`src/rtl/defast_ctrl_pipe.sv`:
```
// Stage-4 de-FAST control decode: resolves MC/MT fields across lanes and beats through a
// copy dictionary, then decodes them into message-mux and N-type controls over a 2-stage stream.
module defast_ctrl_pipe #(
  parameter int unsigned NUM_CH = 3,
  parameter int unsigned MSG_W  = 328,
  parameter int unsigned MC_POS = 0,
  parameter int unsigned MT_POS = 2,
  parameter int unsigned CTL_W  = 3
) (
  input  logic                    clk,
  input  logic                    rst_n,
  input  logic                    dict_clr,
  input  logic                    in_valid,
  output logic                    in_ready,
  input  logic [NUM_CH-1:0]       in_ch_en,
  input  logic [NUM_CH*MSG_W-1:0] in_msg,
  output logic                    out_valid,
  input  logic                    out_ready,
  output logic [NUM_CH-1:0]       out_ch_en,
  output logic [NUM_CH*CTL_W-1:0] out_mux_ctl,
  output logic [NUM_CH*CTL_W-1:0] out_ntype,
  output logic [NUM_CH-1:0]       out_copy_err,
  output logic [7:0]              dict_mc,
  output logic [7:0]              dict_mt
);

  function automatic logic [CTL_W-1:0] dec_mc(input logic [7:0] b);
    case (b)
      8'h61:   return CTL_W'(1);
      8'h64:   return CTL_W'(2);
      8'h6B:   return CTL_W'(3);
      8'h71:   return CTL_W'(4);
      8'h4E:   return CTL_W'(5);
      default: return '0;
    endcase
  endfunction

  function automatic logic [CTL_W-1:0] dec_mt(input logic [7:0] b);
    case (b)
      8'h4C:   return CTL_W'(1);
      8'h4D:   return CTL_W'(2);
      8'h4E:   return CTL_W'(3);
      8'h52:   return CTL_W'(4);
      8'h53:   return CTL_W'(5);
      default: return '0;
    endcase
  endfunction

  logic [7:0] dict_mc_q, dict_mt_q, dict_mc_d, dict_mt_d;
  logic       dict_mc_vld_q, dict_mt_vld_q, dict_mc_vld_d, dict_mt_vld_d;

  logic                    s1_valid_q;
  logic [NUM_CH*8-1:0]     s1_mc_q, s1_mt_q;
  logic [NUM_CH-1:0]       s1_en_q, s1_err_q;
  logic                    out_valid_q;
  logic [NUM_CH-1:0]       out_en_q, out_err_q;
  logic [NUM_CH*CTL_W-1:0] out_mux_q, out_ntype_q, mux_d, ntype_d;

  logic s1_adv, s2_adv, accept;

  assign s2_adv   = !out_valid_q || out_ready;
  assign s1_adv   = !s1_valid_q || s2_adv;
  assign in_ready = s1_adv;
  assign accept   = in_valid && in_ready;

  // Copy resolution: a carry (value, valid) seeded from the dictionary walks up the lanes.
  logic [MSG_W-1:0]    lane_msg;
  logic                p, c, t;
  logic [7:0]          mc_raw, mt_raw, mc_val, mt_val, mc_carry, mt_carry;
  logic                mc_cvld, mt_cvld;
  logic [NUM_CH*8-1:0] res_mc, res_mt;
  logic [NUM_CH-1:0]   res_err;

  always_comb begin
    lane_msg = '0;
    p        = 1'b0;
    c        = 1'b0;
    t        = 1'b0;
    mc_raw   = '0;
    mt_raw   = '0;
    mc_val   = '0;
    mt_val   = '0;
    mc_carry = dict_clr ? 8'h00 : dict_mc_q;
    mt_carry = dict_clr ? 8'h00 : dict_mt_q;
    mc_cvld  = !dict_clr && dict_mc_vld_q;
    mt_cvld  = !dict_clr && dict_mt_vld_q;
    res_mc   = '0;
    res_mt   = '0;
    res_err  = '0;
    for (int i = 0; i < NUM_CH; i++) begin
      lane_msg = in_msg[i*MSG_W +: MSG_W];
      p        = lane_msg[MC_POS+1];
      c        = lane_msg[MC_POS];
      t        = lane_msg[MT_POS];
      mc_raw   = p ? lane_msg[MSG_W-1 -: 8] : lane_msg[MSG_W-9 -: 8];
      if ({p, c} == 2'b00)      mt_raw = lane_msg[MSG_W-17 -: 8];
      else if ({p, c} == 2'b11) mt_raw = lane_msg[MSG_W-1 -: 8];
      else                      mt_raw = lane_msg[MSG_W-9 -: 8];
      if (in_ch_en[i]) begin
        if (c) begin
          mc_val     = mc_cvld ? mc_carry : 8'h00;
          res_err[i] = res_err[i] | !mc_cvld;
        end else begin
          mc_val  = mc_raw;
          mc_cvld = 1'b1;
        end
        if (t) begin
          mt_val     = mt_cvld ? mt_carry : 8'h00;
          res_err[i] = res_err[i] | !mt_cvld;
        end else begin
          mt_val  = mt_raw;
          mt_cvld = 1'b1;
        end
        mc_carry         = mc_val;
        mt_carry         = mt_val;
        res_mc[i*8 +: 8] = mc_val;
        res_mt[i*8 +: 8] = mt_val;
      end
    end
  end

  always_comb begin
    dict_mc_d     = dict_mc_q;
    dict_mt_d     = dict_mt_q;
    dict_mc_vld_d = dict_mc_vld_q;
    dict_mt_vld_d = dict_mt_vld_q;
    if (dict_clr) begin
      dict_mc_d     = '0;
      dict_mt_d     = '0;
      dict_mc_vld_d = 1'b0;
      dict_mt_vld_d = 1'b0;
    end
    if (accept && |in_ch_en) begin
      dict_mc_d     = mc_carry;
      dict_mt_d     = mt_carry;
      dict_mc_vld_d = mc_cvld;
      dict_mt_vld_d = mt_cvld;
    end
  end

  always_comb begin
    mux_d   = '0;
    ntype_d = '0;
    for (int i = 0; i < NUM_CH; i++) begin
      mux_d[i*CTL_W +: CTL_W]   = dec_mc(s1_mc_q[i*8 +: 8]);
      ntype_d[i*CTL_W +: CTL_W] = dec_mt(s1_mt_q[i*8 +: 8]);
    end
  end

  always_ff @(posedge clk or negedge rst_n) begin
    if (!rst_n) begin
      dict_mc_q     <= '0;
      dict_mt_q     <= '0;
      dict_mc_vld_q <= 1'b0;
      dict_mt_vld_q <= 1'b0;
      s1_valid_q    <= 1'b0;
      s1_mc_q       <= '0;
      s1_mt_q       <= '0;
      s1_en_q       <= '0;
      s1_err_q      <= '0;
      out_valid_q   <= 1'b0;
      out_en_q      <= '0;
      out_err_q     <= '0;
      out_mux_q     <= '0;
      out_ntype_q   <= '0;
    end else begin
      dict_mc_q     <= dict_mc_d;
      dict_mt_q     <= dict_mt_d;
      dict_mc_vld_q <= dict_mc_vld_d;
      dict_mt_vld_q <= dict_mt_vld_d;
      if (s1_adv) begin
        s1_valid_q <= in_valid;
        if (in_valid) begin
          s1_mc_q  <= res_mc;
          s1_mt_q  <= res_mt;
          s1_en_q  <= in_ch_en;
          s1_err_q <= res_err;
        end
      end
      if (s2_adv) begin
        out_valid_q <= s1_valid_q;
        if (s1_valid_q) begin
          out_en_q    <= s1_en_q;
          out_err_q   <= s1_err_q;
          out_mux_q   <= mux_d;
          out_ntype_q <= ntype_d;
        end
      end
    end
  end

  assign out_valid    = out_valid_q;
  assign out_ch_en    = out_en_q;
  assign out_copy_err = out_err_q;
  assign out_mux_ctl  = out_mux_q;
  assign out_ntype    = out_ntype_q;
  assign dict_mc      = dict_mc_q;
  assign dict_mt      = dict_mt_q;

endmodule

```
`config.mk`:
```
export PLATFORM = sky130hd
export DESIGN_NAME = defast_ctrl_pipe
export DESIGN_NICKNAME = d
export VERILOG_FILES = /design/src/rtl/defast_ctrl_pipe.sv
export SDC_FILE = /design/constraint.sdc
export NUM_CORES = 1
export LEC_CHECK = 0
export ABC_CLOCK_PERIOD_IN_PS = 4300
export CORE_AREA = 4 4 396 398
export CTS_CLUSTER_SIZE = 30
export DETAILED_ROUTE_END_ITERATION = 8
export DIE_AREA = 0 0 400 402
export PLACE_DENSITY = 0.3
export SLEW_MARGIN = 30
export SYNTH_ARGS = -nofsm -noshare
export SYNTH_HDL_FRONTEND = slang
export SYNTH_SLANG_ARGS = --single-unit
```
`constraint.sdc`:
```
create_clock -name clk -period 4.3 [get_ports clk]
set_input_delay 0.86 -clock clk [delete_from_list [all_inputs] [get_ports clk]]
set_output_delay 0.86 -clock clk [all_outputs]
set_load 0.02 [all_outputs]
```
==> results.ini, run 1 <==
[setup_path]
critPathLaunchType = input port
cp-end-kind = output port
worst-r2r-cell-count = 5
r2r_slack_ns = 2.07
worstSetupPathDepth = 3
path_delay_family = buffers and inverters
worstPathCellList = clkdlybuf4s50_1, nand3b_2, clkdlybuf4s50_1
cp_num_buf_inv = 2
rr_startpoint = out_valid
arrival_ns = 2.23
critPathLaunch = out_ready
required_ns = 3.44
critPathMaxFanout = 7
cp_slowest_cell = clkdlybuf4s50_1
path_class = in2out
rr_endpoint = dict_mt[7]
worst_path_largest_cell_delay_ns = 0.61
cp-endpoint = in_ready
crit_top_cell = clkdlybuf4s50_1

[hold_path]
hold_path_class = reg2reg
hold_depth = 2

[sta]
fmax_mhz = 324
worstMarginPinSlew_ns = 0.941
rsz0062_at_grt = no
setup_viol = 0
setup_tns_ns = 0
period_share_pct = 71.9
min_period_ns = 3.09
finClkSkew_ns = 0.0137
maxSlewViolCount = 0
slew_headroom_pct = 37.3
hold_viol = 0

[power]
swShare_pct = 35.6
p_leak_nw = 3.46
powerDensity_nw_per_um2 = 269
total_power_mw = 2.80
p_clk_share_pct = 31.0
pwr-share-comb_pct = 29.4
power_frac_seq_pct = 39.6
intPower_mw = 1.81
ir_worst_vdd_mv = 0.168
switchingPower_mw = 0.996

[logic_synthesis]
synth.net_count = 1685
synth_flop_cell = dfrtp_1
synth-edff-count = 0
synth_common_cells = nand2_1 (105), dfrtp_1 (98), nor2_1 (52)
synthTopCellsByArea = dfrtp_1 (40%), nand2_1 (6.4%), mux2i_1 (5.8%)
syn_inst = 693
synth.top_cell.area_share_pct = 39.5
synthesis.area_um2 = 6200
avgSynthCellArea_um2 = 8.95
synth_cell_type_count = 72
yosys.area.top_type = dfrtp_1
yosysWarnings = 0
ys_ff_latch = 98
yosysMostFrequentCell = nand2_1
synthArstFlopShare_pct = 100
seq_area_frac_synth_pct = 39.5

[clock_tree]
cts_tree = built
cts_setup_buffers = 0
clockRootBuffer = clkbuf_16
cts_resized = 0
cts_inserted_buffers = 9
cts.sinks = 98
cts_buffer_depth = 2
insertion_delay_ns = 0.36
path_clk_slew_ns = 0.08
cts-hold-fix-buffers = 0
h-tree-depth = 3

[floorplan]
core-area_um2 = 153000
rows = 144
die_w_um = 400
fp.dieArea_um2 = 161000
initial_core_util_pct = 4.05
pin_count = 1034
die_h_um = 402

[job]
maxCapViolCount = 0

[place]
hpwlAfterDp_um = 31000
place.gp.congestion = 0.713
post_dp_cell_area_um2 = 10100
io_buffers = 130

[global_route]
grt.total_usage_pct = 4.56
grt_antenna_before_repair = 9
grt-ovfl-total = 0
grt_pass1_vias = 6203
grt_pass1_wl_um = 50700
grt_max_degree = 64

[routing]
vias_per_cell = 2.06
drc = 0
wl_per_cell_um = 12.9
drt_iter0_markers = 371
first_pass_iters = 5
drtAntennaViolNets = 0
num_vias = 5920
wl_um = 37200

[status]
status = finished clean

[finish]
fillers = 18000
area_growth_pct = 68.0
design_area_um2 = 10400
nets = 1819
drive_above_1_share_pct = 12.3

cell usage in the layout, fill, tap and decap left out, types with 4 or more instances in the layout:
cell,count
and3_1,4
o21a_1,6
nor2b_1,17
o211ai_1,14
nor3b_1,4
a21oi_1,37
a221oi_1,6
mux2_2,24
o21ai_1,18
xnor2_1,4
clkdlybuf4s50_1,129
a22oi_1,6
nand3_1,13
a211oi_1,14
nor3_1,5
a22o_1,9
inv_1,17
mux2i_1,35
clkbuf_16,9
o21ai_0,35
a221o_1,4
o31ai_1,8
a21o_1,13
nand2b_1,12
nand2_1,104
o221ai_1,5
and2_1,4
a211oi_2,4
a31oi_1,5
nand4_1,7
buf_4,36
nor2_1,52
dfrtp_1,98
worst register-to-register path, stage by stage, from the launching register on:
cell,delay (ns)
dfrtp_1,0.43
nand3b_2,0.22
nand2_2,0.39
a2111oi_0,0.85
a31o_2,0.20
a21o_1,0.08
sequential cells by signal, summed over array words and instances (netlist names):
register / cells
dict_mc: 8
dict_mc_vld_q: 1
dict_mt: 8
dict_mt_vld_q: 1
out_ch_en: 3
out_copy_err: 3
out_mux_ctl: 9
out_ntype: 9
out_valid: 1
s1_en_q: 3
s1_err_q: 3
s1_mc_q: 24
s1_mt_q: 24
s1_valid_q: 1
routing by layer:
layer	vias up	global-route usage, %	routed length [um]
met4	6	1.42	754
met3	32	1.18	2390
li1	2819	-	-
met5	-	0	41
met1	2847	7.45	21200
met2	216	5.48	12800
worst min path at each step:
stage,to,from,slack [ns]
detailed placement,out_copy_err[2],s1_err_q[2],0.46
global route,s1_err_q[2],s1_err_q[2],0.50
finish,out_ch_en[1],s1_en_q[1],0.48
CTS,out_ch_en[1],s1_en_q[1],0.48
global placement,out_ch_en[0],out_ch_en[0],0.46
floorplan,out_ch_en[1],s1_en_q[1],0.44
power groups by stage:
| stage | sequential, mW | combinational (mW) | clock [mW] |
|---|---|---|---|
| 2_1_floorplan | 1.13 | 0.359 | 0 |
| 3_3_place_gp | 1.13 | 0.839 | 0 |
| 3_5_place_dp | 1.13 | 0.839 | 0 |
| 4_1_cts | 1.11 | 0.843 | 0.901 |
| 5_1_grt | 1.12 | 0.904 | 0.931 |
| 6_report | 1.11 | 0.823 | 0.869 |
logic make-up (layout without fill, tap and decap cells):
group                     count (synthesis)  after routing  synth area share, %
other                                     0              2                    0
DFF                                      98             98                 39.5
and+or+nand+nor                         243            243                 18.4
buffers and inverters                    60            197                 4.46
xor gates and xnor gates                  4              4                0.565
muxes                                    62             62                 10.5
AOI/OAI and AO/OA                       226            226                 26.5
final cells by class:
class	instances	area, um^2	area share [%]
Timing Repair Buffer	166	1570	15.1
Tap cell	2044	2560	24.5
Clock buffer	10	239	2.29
Inverter	17	63.8	0.612
Antenna cell	2	5.00	0.0480
Clock inverter	4	52.6	0.504
Sequential cell	98	2450	23.5
Multi-Input combinational cell	535	3480	33.4
through the flow:
| step | std cells | util [%] | hold slack [ns] | setup WS [ns] |
|---|---|---|---|---|
| after global placement | 2860 | 6.60 | 0.464 | 0.798 |
| after floorplan | 693 | - | 0.439 | 2.05 |
| after CTS | 2874 | 6.79 | 0.484 | 1.19 |
| after global routing | 2874 | 6.80 | 0.504 | 1.10 |
| after detailed placement | 2860 | 6.60 | 0.464 | 0.776 |
| final | 2876 | 6.80 | 0.479 | 1.21 |
(Power assumes the default switching activity.)
==> run 2, diff against run 1 <==
ABC_CLOCK_PERIOD_IN_PS = 2500   (was 4300)
CORE_AREA = 4 4 397 399   (was 4 4 396 398)
DIE_AREA = 0 0 401 403   (was 0 0 400 402)
clock period = 2.5 ns   (was 4.3 ns; I/O delays follow)
==> results.ini, run 2 (same netlist as run 1, synthesis figures left out) <==
[global_route]
grt.total_usage_pct = 4.56  ; about the same
grt_pass1_wl_um = 52300  ; +3.1%
grt_max_degree = 49  ; -23%
grt-ovfl-total = 0  ; unchanged
grt_pass1_vias = 6504  ; +4.9%
grt_antenna_before_repair = 5  ; -4

[power]
intPower_mw = 3.20  ; +77%
p_leak_nw = 4.06  ; +17%
pwr-share-comb_pct = 32.9  ; +3.5 points
powerDensity_nw_per_um2 = 432  ; +61%
power_frac_seq_pct = 38.5  ; -1.1 points
ir_worst_vdd_mv = 0.312  ; +86%
total_power_mw = 4.95  ; +77%
p_clk_share_pct = 28.6  ; -2.4 points
swShare_pct = 35.4  ; -0.11 points
switchingPower_mw = 1.75  ; +76%

[clock_tree]
cts_tree = built
h-tree-depth = 3  ; unchanged
insertion_delay_ns = 0.37  ; about the same
cts_setup_buffers = 0  ; unchanged
cts_buffer_depth = 2  ; unchanged
cts.sinks = 98  ; unchanged
cts_inserted_buffers = 9  ; unchanged
clockRootBuffer = clkbuf_16
path_clk_slew_ns = 0.08  ; about the same

[place]
place.gp.congestion = 0.729  ; +2.1%
place_inst = 2974  ; +4.0%
pre_cts_ws_ns = -0.537  ; -1.31 ns
hpwlAfterDp_um = 31500  ; +1.7%
io_buffers = 130  ; unchanged

[setup_path]
path_delay_family = buffers and inverters
critPathMaxFanout = 4  ; -3
path_class = in2out
worst_path_largest_cell_delay_ns = 0.54  ; -0.07 ns
cp_num_buf_inv = 3  ; +1
cp_slowest_cell = clkdlybuf4s50_1
critPathLaunchType = input port
crit_top_cell = clkdlybuf4s50_1
cp-end-kind = output port
worstPathCellList = clkdlybuf4s50_1, nand3b_2, buf_4, clkdlybuf4s50_1
arrival_ns = 1.92  ; -0.31 ns
required_ns = 2.00  ; -1.44 ns

[sta]
fmax_mhz = 413
min_period_ns = 2.42
setup_viol = 0  ; unchanged
period_share_pct = 96.9
setup_slack_ns = 0.0786  ; -1.13 ns
worstMarginPinSlew_ns = 0.974  ; +0.0334 ns
hold_viol = 0  ; unchanged
finClkSkew_ns = 0.00673  ; -0.00696 ns
slew_headroom_pct = 34.1  ; -3.1 points
maxSlewViolCount = 0  ; unchanged
rsz0062_at_grt = yes

[routing]
drtAntennaViolNets = 0  ; unchanged
num_vias = 6239  ; +5.4%
drc = 0  ; unchanged
drt-met1-wl_um = 21400  ; +0.69%
wl_um = 37300  ; +0.16%
drt_iter0_markers = 291  ; -22%
wl_met2_um = 12900  ; +0.37%
vias_per_cell = 2.09  ; +1.3%
first_pass_iters = 5  ; unchanged
wl_met3_um = 2480  ; +3.7%
wl_per_cell_um = 12.5  ; -3.7%
highest_layer = met5

[finish]
mostFrequentLayoutCells = buf_4 (142), clkdlybuf4s50_1 (126), nand2_1 (104), dfrtp_1 (98), nor2_1 (52)
drive_above_1_share_pct = 24.1  ; +12 points
stdcell_count = 2992  ; +4.0%
layout_commonest_cell = buf_4
fillers = 18200  ; +1.1%
top_regs = s1_mc_q: 24 flops, s1_mt_q: 24 flops
nets = 1933  ; +6.3%
area_growth_pct = 84.9

[floorplan]
core-area_um2 = 154000  ; +0.35%
die_w_um = 401  ; +0.25%
die_h_um = 403  ; +0.25%
fp.dieArea_um2 = 162000  ; +0.50%
rows = 144  ; unchanged
pin_count = 1034  ; unchanged
initial_core_util_pct = 4.03  ; -0.014 points

[job]
maxCapViolCount = 0  ; unchanged

[hold_path]
hold_path_class = in2async

[status]
status = finished clean

## run 2: changes by cell type in the layout (fill, tap and decap cells not counted), sizes merged
cell           delta
buf             +117
clkdlybuf4s50     -3
clkinv            +3
bufinv            -1
## run 2: cell type report
class	count	area, um^2	share of cell area (%)
timing repair buffer	280	2560	22.3
sequential	98	2450	21.4
multi-input combinational	535	3550	31.0
clock buffer	10	239	2.08
antenna	2	5.00	0.0436
inverter	17	63.8	0.556
tap	2044	2560	22.3
clock inverter	6	41.3	0.360
## run 2: repair_timing
item                                    4_1_cts  5_1_grt
endpoints found under the setup margin        5        8
hold endpoints to repair                      0        0
hold buffers                                  0        0
pin swaps                                     0        2
gates resized for setup                       7        8
## run 2: final timing paths
path                                   from           end  slack [ns]  cells after the start
worst max-delay path              out_ready      in_ready        0.08                      4
worst min-delay path                  rst_n  out_ntype[2]        0.09                      1
worst max register to register    out_valid    dict_mc[0]        0.42                      7
worst min register to register  s1_mc_q[14]   s1_mc_q[14]        0.48                      2
max in group asynchronous             rst_n   s1_mt_q[21]        1.70                      2
min in group clk                s1_mc_q[14]   s1_mc_q[14]        0.48                      2
## run 2: stage by stage
| step | util [%] | setup TNS, ns | hold slack (ns) | instance area [um^2] |
|---|---|---|---|---|
| CTS | 7.42 | 0 | 0.104 | 11400 |
| floorplan | - | 0 | 0.204 | 6200 |
| global route | 7.45 | -0.000287 | 0.118 | 11500 |
| detailed placement | 7.21 | -10.55 | 0.466 | 11100 |
| finish | 7.45 | 0 | 0.0893 | 11500 |
| global placement | 7.21 | -10.76 | 0.460 | 11100 |
## run 2: worst register-to-register path: stages (launching register included)
cell	delay [ns]
dfrtp_1	0.43
nand3b_2	0.17
buf_4	0.17
nand3_1	0.26
nor2b_1	0.44
o221ai_1	0.23
buf_4	0.19
o211ai_1	0.10
## run 2: layer usage
metal / track usage, % / vias up
li1: - / 3045
met1: 7.45 / 2978
met2: 5.50 / 194
met3: 1.29 / 20
met4: 1.17 / 2
met5: 0 / -
## run 2: power by group through the flow
stage                     clock, mW  sequential (mW)  combinational (mW)
after floorplan                   0             1.95               0.618
final                          1.41             1.91                1.63
after global placement            0             1.94                1.65
after CTS                      1.47             1.91                1.66
after detailed placement          0             1.94                1.64
after global routing           1.53             1.94                1.79
